`src/rtl/cosmic_pkg.sv`:
```
// Shared definitions for the note path: note width, source indices, arbiter
// state encoding and the priority-pick helper.
package cosmic_pkg;
    localparam int NOTE_W     = 4;
    localparam int SRC_ADJUST = 0;
    localparam int SRC_FREE   = 1;
    localparam int SRC_AUTO   = 2;

    typedef enum logic [1:0] {
        IDLE = 2'd0,
        PLAY = 2'd1,
        GAP  = 2'd2
    } arb_state_t;

    // Isolates the lowest set request bit; the lowest index has top priority.
    function automatic logic [2:0] lowest_req(input logic [2:0] r);
        return r & (~r + 3'd1);
    endfunction
endpackage

```
`src/rtl/hold_timer.sv`:
```
// Loadable up-counter that saturates at COUNT-1 and flags the terminal count.
module hold_timer #(
    parameter int COUNT = 4,
    parameter int W     = (COUNT > 1) ? $clog2(COUNT) : 1
) (
    input  logic         clk,
    input  logic         reset,
    input  logic         clear,
    input  logic         load,
    input  logic [W-1:0] load_val,
    input  logic         enable,
    output logic         done
);
    logic [W-1:0] count;

    assign done = (count == W'(COUNT - 1));

    always_ff @(posedge clk or posedge reset) begin
        if (reset) begin
            count <= '0;
        end else if (clear) begin
            count <= '0;
        end else if (load) begin
            count <= load_val;
        end else if (enable && !done) begin
            count <= count + 1'b1;
        end
    end
endmodule

```
`src/rtl/note_source_arbiter.sv`:
```
// Fixed-priority owner of the buzzer note path with a minimum note hold and a
// silence gap on every handover, so the tone generator never sees a glitch.
module note_source_arbiter #(
    parameter int NOTE_W     = cosmic_pkg::NOTE_W,
    parameter int MIN_HOLD   = 5_000_000,
    parameter int GAP_CYCLES = 1_000_000
) (
    input  logic              clk,
    input  logic              reset,
    input  logic [2:0]        req,
    input  logic [NOTE_W-1:0] note_in0,
    input  logic [NOTE_W-1:0] note_in1,
    input  logic [NOTE_W-1:0] note_in2,
    input  logic              mute,
    output logic [NOTE_W-1:0] note_out,
    output logic [2:0]        grant,
    output logic              note_start,
    output logic              busy
);
    import cosmic_pkg::*;

    arb_state_t        state;
    logic [2:0]        win;
    logic [NOTE_W-1:0] win_note;
    logic [NOTE_W-1:0] owner_note;
    logic              higher_req;
    logic              owner_drop;
    logic              leave;
    logic              hold_done;
    logic              gap_done;
    logic              hold_clear;
    logic              gap_clear;

    assign win = lowest_req(req);

    always_comb begin
        win_note = '0;
        if (win[SRC_ADJUST])    win_note = note_in0;
        else if (win[SRC_FREE]) win_note = note_in1;
        else if (win[SRC_AUTO]) win_note = note_in2;
    end

    always_comb begin
        owner_note = '0;
        if (grant[SRC_ADJUST])    owner_note = note_in0;
        else if (grant[SRC_FREE]) owner_note = note_in1;
        else if (grant[SRC_AUTO]) owner_note = note_in2;
    end

    // In PLAY note_out equals the latched note, so it doubles as the latch.
    assign higher_req = |(req & (grant - 3'd1));
    assign owner_drop = ~|(req & grant);
    assign leave      = higher_req | owner_drop | (owner_note != note_out);

    assign hold_clear = mute | (state != PLAY) | (hold_done & leave);
    assign gap_clear  = mute | (state != GAP) | gap_done;

    hold_timer #(.COUNT(MIN_HOLD)) u_hold (
        .clk      (clk),
        .reset    (reset),
        .clear    (hold_clear),
        .load     (1'b0),
        .load_val ('0),
        .enable   (state == PLAY),
        .done     (hold_done)
    );

    hold_timer #(.COUNT(GAP_CYCLES)) u_gap (
        .clk      (clk),
        .reset    (reset),
        .clear    (gap_clear),
        .load     (1'b0),
        .load_val ('0),
        .enable   (state == GAP),
        .done     (gap_done)
    );

    assign busy = (state != IDLE);

    always_ff @(posedge clk or posedge reset) begin
        if (reset) begin
            state      <= IDLE;
            note_out   <= '0;
            grant      <= '0;
            note_start <= 1'b0;
        end else if (mute) begin
            state      <= IDLE;
            note_out   <= '0;
            grant      <= '0;
            note_start <= 1'b0;
        end else begin
            note_start <= 1'b0;
            case (state)
                IDLE: begin
                    if (|req) begin
                        state      <= PLAY;
                        grant      <= win;
                        note_out   <= win_note;
                        note_start <= 1'b1;
                    end
                end
                PLAY: begin
                    if (hold_done && leave) begin
                        state    <= GAP;
                        grant    <= '0;
                        note_out <= '0;
                    end
                end
                GAP: begin
                    if (gap_done) begin
                        if (|req) begin
                            state      <= PLAY;
                            grant      <= win;
                            note_out   <= win_note;
                            note_start <= 1'b1;
                        end else begin
                            state <= IDLE;
                        end
                    end
                end
                default: begin
                    state    <= IDLE;
                    grant    <= '0;
                    note_out <= '0;
                end
            endcase
        end
    end
endmodule

```
`config.mk`:
```
export PLATFORM = sky130hd
export DESIGN_NAME = note_source_arbiter
export DESIGN_NICKNAME = d
export VERILOG_FILES = /design/src/rtl/cosmic_pkg.sv /design/src/rtl/hold_timer.sv /design/src/rtl/note_source_arbiter.sv
export SDC_FILE = /design/constraint.sdc
export NUM_CORES = 1
export LEC_CHECK = 0
export CAP_MARGIN = 20
export CORE_MARGIN = 3
export CORE_UTILIZATION = 50
export CTS_CLUSTER_SIZE = 12
export DETAILED_ROUTE_END_ITERATION = 12
export PLACE_DENSITY = 0.7
export SLEW_MARGIN = 10
export SYNTH_ARGS = -nofsm -noshare
export SYNTH_HDL_FRONTEND = slang
export SYNTH_HIERARCHICAL = 1
export SYNTH_SLANG_ARGS = --single-unit
export TNS_END_PERCENT = 30
```
`constraint.sdc`:
```
create_clock -name clk -period 3.2 [get_ports clk]
set_clock_uncertainty 0.2 [all_clocks]
set_input_delay 0.96 -clock clk [delete_from_list [all_inputs] [get_ports clk]]
set_output_delay 0.96 -clock clk [all_outputs]
set_load 0.1 [all_outputs]
```
==> reports/metrics.cfg, run 1 <==
[outcome]
status = finished, final reports clean

[cells_and_area]
final_common_cell = dfrtp_1
areaGrowthSynthToFinish_pct = 18.2
antenna_cells = 0
final_cell_mix = dfrtp_1 (53), conb_1 (46), nor2_1 (45)
layout.nets = 511
fin_cells = 586
fill_cells = 646
final_layout_size_suffix_gt1_share_pct = 11.6
postLayoutCellArea_sq_um = 4290
fin_util_pct = 62.1

[clocking]
clk_latency_ns = 0.31
clk_path_buf_depth = 2
cts-root-buf = clkbuf_8
post-cts-setup-buffer-count = 0
cts_tree = done
clock_sinks = 53
cts_buffers = 5
cts_resized = 0
clkSlewWorstSetupHoldPaths_ns = 0.10
cts_max_level = 2
cts_hold_buf = 0

[critical_path]
cp.arrival_ns = 3.14
cp_max_fo = 9
worstSetupPathType = primary input to register
crit_path_end_kind = register
worstPathRequired_ns = 3.23
cp-start-kind = primary input

[timing]
rsz0062_at_grt = no
drv_slew = 0
tightest_slew_ns = 0.663
clock.fmax_mhz = 322
timing.final.setup_violations = 0
tns_ns = 0
hold_viol_final = 0
layout_min_cycle_time_ns = 3.11
min_period_over_period_pct = 97.2
max_slew_margin_pct = 55.6

[global_route]
antenna_found_initial = 0
grt_overflow = 0
grt_pass1_vias = 3132
grt_max_degree = 40
grt_pass1_wl_mm = 14.6
track_usage_pct = 21.2

[pwr]
vdd_drop_max_mv = 0.259
p_leak_uw = 0.00181
power.density_nw_per_um2 = 358
finalPower_uw = 1530
p_int_uw = 1050
p_comb_share_pct = 22.3
p_switching_uw = 486
pwr-share-seq_pct = 48.0
power.share.clock_pct = 29.7
power_switching_share_pct = 31.7

[detailed_routing]
wl_per_cell_um = 14.4
dr.max_layer_used = met4
via_per_inst = 5.65
wl_met3_um = 283
wl_mm = 8.43
dr.pass1.iters = 4
drt_iter0_drc = 133
wl_met2_mm = 4.14
m1WireLength_mm = 3.88
drc_errors = 0
vias = 3309
ant_nets = 0

[synthesis]
synth-seq-cells = 53
ys.flop_type = dfrtp_1
synthArstFlopShare_pct = 100
synthTopCellsByArea = dfrtp_1 (37%), nor2_1 (4.7%), a211oi_1 (4.3%), nand2_1 (3.2%), xor2_1 (2.9%)
synth_cell_type_count = 66
avgSynthCellArea_sq_um = 8.74
syn-cell-area_sq_um = 3630
ys_seq_area_share_pct = 36.6
synth_top_area_share_pct = 36.6
syn_inst = 415
ys_warn_count = 6
synth_edf_count = 0
synth_top_area_cell = dfrtp_1

[place]
dpl-instance-area_sq_um = 4180
placedCellCount = 579
place_congestion = 0.896
port_buffers = 26
hpwl_mm = 6.11

[floorplanning]
num_io_pins = 27
die_w_um = 91.2
die_h_um = 91.2
core-area_sq_um = 6910
initial_core_util_pct = 52.5
num_rows = 30
die-area_sq_um = 8310

[worst_hold_path]
hp-class = register to register

[run]
drv_cap = 0

[per-layer routing]
layer / GRT usage [%] / up-vias
met2: 35.8 / 68
met5: 0 / -
li1: - / 1664
met3: 3.65 / 14
met4: 7.04 / 0
met1: 27.6 / 1563
[synth_stat cells (all sizes together), types with 4 or more instances]
library cell  number
a211oi            21
a21oi             13
a22o               4
a311oi            11
a31oi              4
and3              14
and4               8
buf                7
clkbuf            15
dfrtp             53
inv               16
nand2             31
nand3             19
nand4             11
nor2              45
nor2b              8
nor3              12
nor4               7
nor4b              4
o211ai             4
o21ai             20
or3               12
xnor2             10
xor2              12
[logic make-up (layout without fill, tap and decap cells)]
family          Yosys count  after routing  share of synthesized area [%]
simple gates            188            188                           29.2
compound gates          107            107                           22.2
flops                    53             53                           36.6
buf+inv                  38             68                           4.79
xor+xnor                 22             22                           5.31
fa+ha+maj                 3              3                           1.03
mux                       3              3                          0.828
other cells               1             46                          0.103
[cell type report]
cell class | instances | area, sq um | area share [%]
timing repair buffer | 45 | 380 | 8.87
clock inverter | 2 | 35.0 | 0.817
inverter | 16 | 60.1 | 1.40
tap | 96 | 120 | 2.80
clock buffer | 5 | 68.8 | 1.60
sequential | 53 | 1330 | 30.9
multi-input combinational | 369 | 2300 | 53.6
[worst max-delay path, cell delays in order]
cell and delay (ns):
clkdlybuf4s50_1 0.43, xor2_1 0.18, o41ai_1 0.31, o2111ai_1 0.19, a21o_1 0.20, o21ai_0 0.28
nand2_1 0.11, buf_4 0.18, o21bai_1 0.15, a31oi_1 0.14
[state kept, by name, indices dropped and copies added, names as in the netlist]
name,flops
grant,3
note_out,4
note_start,1
state,2
u_gap/count,20
u_hold/count,23
[worst paths after layout]
check / start / to / slack [ns] / depth (start not counted)
setup reg to reg: u_gap/count[7] / grant[0] / 0.46 / 7
hold reg to reg: u_gap/count[19] / u_gap/count[19] / 0.41 / 2
max in group asynchronous: reset / state[0] / 1.71 / 2
min in group asynchronous: reset / note_out[0] / 0.78 / 2
setup / recovery: note_in0[2] / u_hold/count[12] / 0.09 / 10
hold / removal: u_gap/count[19] / u_gap/count[19] / 0.41 / 2
[power groups by stage]
stage          logic [uW]  registers [uW]  clock network [uW]
5_1_grt               375             741                 493
4_1_cts               338             735                 469
3_5_place_dp          337             748                   0
6_report              342             736                 455
2_1_floorplan         186             797                   0
3_3_place_gp          333             747                   0
[metrics by stage]
step / hold WS (ns) / setup WS, ns
floorplan: 0.329 / 0.0875
global placement: 0.383 / -0.200
detailed placement: 0.389 / -0.244
CTS: 0.405 / 0.0919
global route: 0.424 / 0.00493
finish: 0.410 / 0.0897
No activity file was read; power rests on OpenSTA's default activity.
==> inputs of run 2 (changes only) <==
Settings changed: SKIP_CTS_REPAIR_TIMING set to 1.
==> results of run 2 <==
Same layout as run 1: the final DEF is identical, and so are final timing and power.
==> inputs of run 3 (changes only) <==
Settings changed: CAP_MARGIN 20 to not set.
Clock period 3.2 ns to 2.9 ns, I/O delays scaled along.
==> run 3 against run 2 <==
  * Design area rose by 2.3%
  * Register-to-register slack got worse by 0.19 ns
  * Sequential cell count did not move
  * Count of clock-buffer cells in the layout rose by 1
  * Hold slack improved by 0.0050 ns
  * Via count fell by 0.73%
  * Routed wire length rose by 0.45%
  * Largest cell class unchanged
==> reports/metrics.cfg, run 3 (same netlist as run 1, synthesis figures left out) <==
[worst_hold_path]
min_to = u_gap/count[19]
min_from = u_gap/count[19]
hold_depth = 2  ; unchanged
hp-class = register to register

[critical_path]
crit_chain = clkdlybuf4s50_1, nor2b_1, o211ai_1, a41oi_1, a211o_1, o21ai_2, nand2_2, buf_6, o21bai_1, a31oi_1
cp_num_buf_inv = 2  ; unchanged
crit_path_end_kind = register
cp_max_fo = 5  ; -4
critPathTopFamily = compound AO/OA/AOI/OAI gates
worstPathRequired_ns = 2.94  ; -0.29 ns
ff2ff_path_depth = 10  ; +3
cp-start-kind = primary input
cp.arrival_ns = 2.80  ; -0.34 ns
critical_path.slowest_cell = clkdlybuf4s50_1
reg2reg_slack_ns = 0.27  ; -0.19 ns
max_stage_delay_ns = 0.44  ; about the same
r2r_end = note_out[3]
startpoint = note_in2[3]
worstReg2RegStart = u_gap/count[7]
worstSetupPathType = primary input to register

[detailed_routing]
wl_per_cell_um = 14.4  ; about the same
ant_nets = 0  ; unchanged
vias = 3285  ; -0.73%
drt_iter0_drc = 164  ; +23%
wl_met2_mm = 4.05  ; -2.1%
dr.max_layer_used = met4
dr.pass1.iters = 4  ; unchanged
wl_met3_um = 226  ; -20%
wl_mm = 8.47  ; +0.45%
via_per_inst = 5.58  ; -1.2%
m1WireLength_mm = 4.04  ; +4.2%
drc_errors = 0  ; unchanged

[cells_and_area]
fin_util_pct = 63.5  ; +1.4 points
antenna_cells = 0  ; unchanged
largest_register_ffs = 23  ; unchanged
top_regs = u_hold/count x23, u_gap/count x20, note_out x4
top_register = u_hold/count
final_cell_mix = dfrtp_1 (50), conb_1 (46), nor2_1 (45)
final_common_cell = dfrtp_1
fill_cells = 637  ; -1.4%
layout.nets = 513  ; +0.39%
areaGrowthSynthToFinish_pct = 20.9
final_layout_size_suffix_gt1_share_pct = 14.2  ; +2.6 points
fin_cells = 589  ; +0.51%

[timing]
rsz0062_at_grt = no
timing.final.setup_violations = 0  ; unchanged
clock.fmax_mhz = 362
hold_viol_final = 0  ; unchanged
hold_slack_ns = 0.415  ; +0.00502 ns
layout_min_cycle_time_ns = 2.76
setup_slack_ns = 0.138  ; +0.0483 ns
min_period_over_period_pct = 95.2
drv_slew = 0  ; unchanged

[floorplanning]
die-area_sq_um = 8310  ; unchanged
num_rows = 30  ; unchanged
die_w_um = 91.2  ; unchanged
num_io_pins = 27  ; unchanged
core-area_sq_um = 6910  ; unchanged
initial_core_util_pct = 52.5  ; unchanged
die_h_um = 91.2  ; unchanged

[pwr]
vdd_drop_max_mv = 0.256  ; -1.0%
power.share.clock_pct = 26.9  ; -2.8 points
power.density_nw_per_um2 = 377  ; +5.3%
power_switching_share_pct = 33.1  ; +1.4 points
pwr-share-seq_pct = 49.3  ; +1.3 points
p_leak_uw = 0.00189  ; +4.4%
p_int_uw = 1110  ; +5.5%
p_switching_uw = 547  ; +13%
p_comb_share_pct = 23.8  ; +1.5 points

[clocking]
clkSlewWorstSetupHoldPaths_ns = 0.10  ; about the same
cts-root-buf = clkbuf_8
clock_sinks = 53  ; unchanged
cts_tree = done
cts_max_level = 2  ; unchanged
clk_latency_ns = 0.31  ; about the same
clk_path_buf_depth = 2  ; unchanged
cts_buffers = 5  ; unchanged

[place]
hpwl_mm = 6.05  ; -0.98%
port_buffers = 26  ; unchanged
place_congestion = 0.850  ; -5.1%
pre_cts_slack_ns = -0.466  ; -0.223 ns
placedCellCount = 580  ; +0.17%

[run]
drv_cap = 0  ; unchanged

[global_route]
grt_pass1_wl_mm = 14.5  ; -0.71%
grt_pass1_vias = 3048  ; -2.7%
grt_max_degree = 40  ; unchanged
antenna_found_initial = 0  ; unchanged
grt_overflow = 0  ; unchanged
track_usage_pct = 20.8  ; -0.45 points

[outcome]
status = finished, final reports clean

-- run 3: changes by cell type in the layout (fill, tap and decap cells not counted), sizes merged --
cell / previous run / this run
clkinv: 1 / 2
clkdlybuf4s50: 17 / 10
bufinv: 1 / 0
buf: 28 / 30
clkbuf: 5 / 6
dlymetal6s2s: 0 / 7
-- run 3: per-stage QoR --
stage          power, uW  TNS (ns)  area, sq um
2_1_floorplan       1080         0         3800
6_report            1650         0         4390
5_1_grt             1750         0         4390
3_5_place_dp        1200    -10.12         4200
4_1_cts             1650     -1.84         4290
3_3_place_gp        1190     -9.29         4200
-- run 3: worst register-to-register path, stage by stage (launching register included) --
cell	delay (ns)
dfrtp_1	0.48
nor4bb_1	0.36
and4_4	0.29
and3_2	0.24
inv_1	0.05
a21oi_1	0.19
o22ai_1	0.11
nand2b_1	0.12
o31ai_4	0.08
buf_4	0.16
a22o_1	0.23
-- run 3: worst max path at each step --
stage,slack (ns),depth (start not counted),endpoint
2_1_floorplan,0.05,8,u_hold/count[13]
3_3_place_gp,-0.44,10,u_hold/count[12]
3_5_place_dp,-0.47,10,u_hold/count[12]
4_1_cts,-0.16,10,u_hold/count[12]
5_1_grt,0.005,10,u_hold/count[15]
6_report,0.14,10,u_hold/count[12]
-- run 3: cell type report --
type | instances | area, sq um | share of cell area (%)
timing repair buffer | 47 | 418 | 9.53
clock buffer | 6 | 82.6 | 1.88
multi-input combinational | 369 | 2360 | 53.9
sequential | 53 | 1330 | 30.3
inverter | 16 | 60.1 | 1.37
tap | 96 | 120 | 2.74
clock inverter | 2 | 13.8 | 0.314
-- run 3: per-layer routing --
layer,global-route usage [%],up-vias
met5,0,-
met4,5.65,0
met3,2.07,13
met2,34.3,60
met1,29.1,1553
li1,-,1659
-- run 3: power groups by stage --
| stage | logic (uW) | registers, uW | clock network [uW] |
|---|---|---|---|
| after detailed placement | 372 | 825 | 0 |
| after CTS | 373 | 811 | 462 |
| after global placement | 367 | 824 | 0 |
| final | 393 | 814 | 445 |
| after global routing | 431 | 820 | 496 |
| after floorplan | 205 | 880 | 0 |
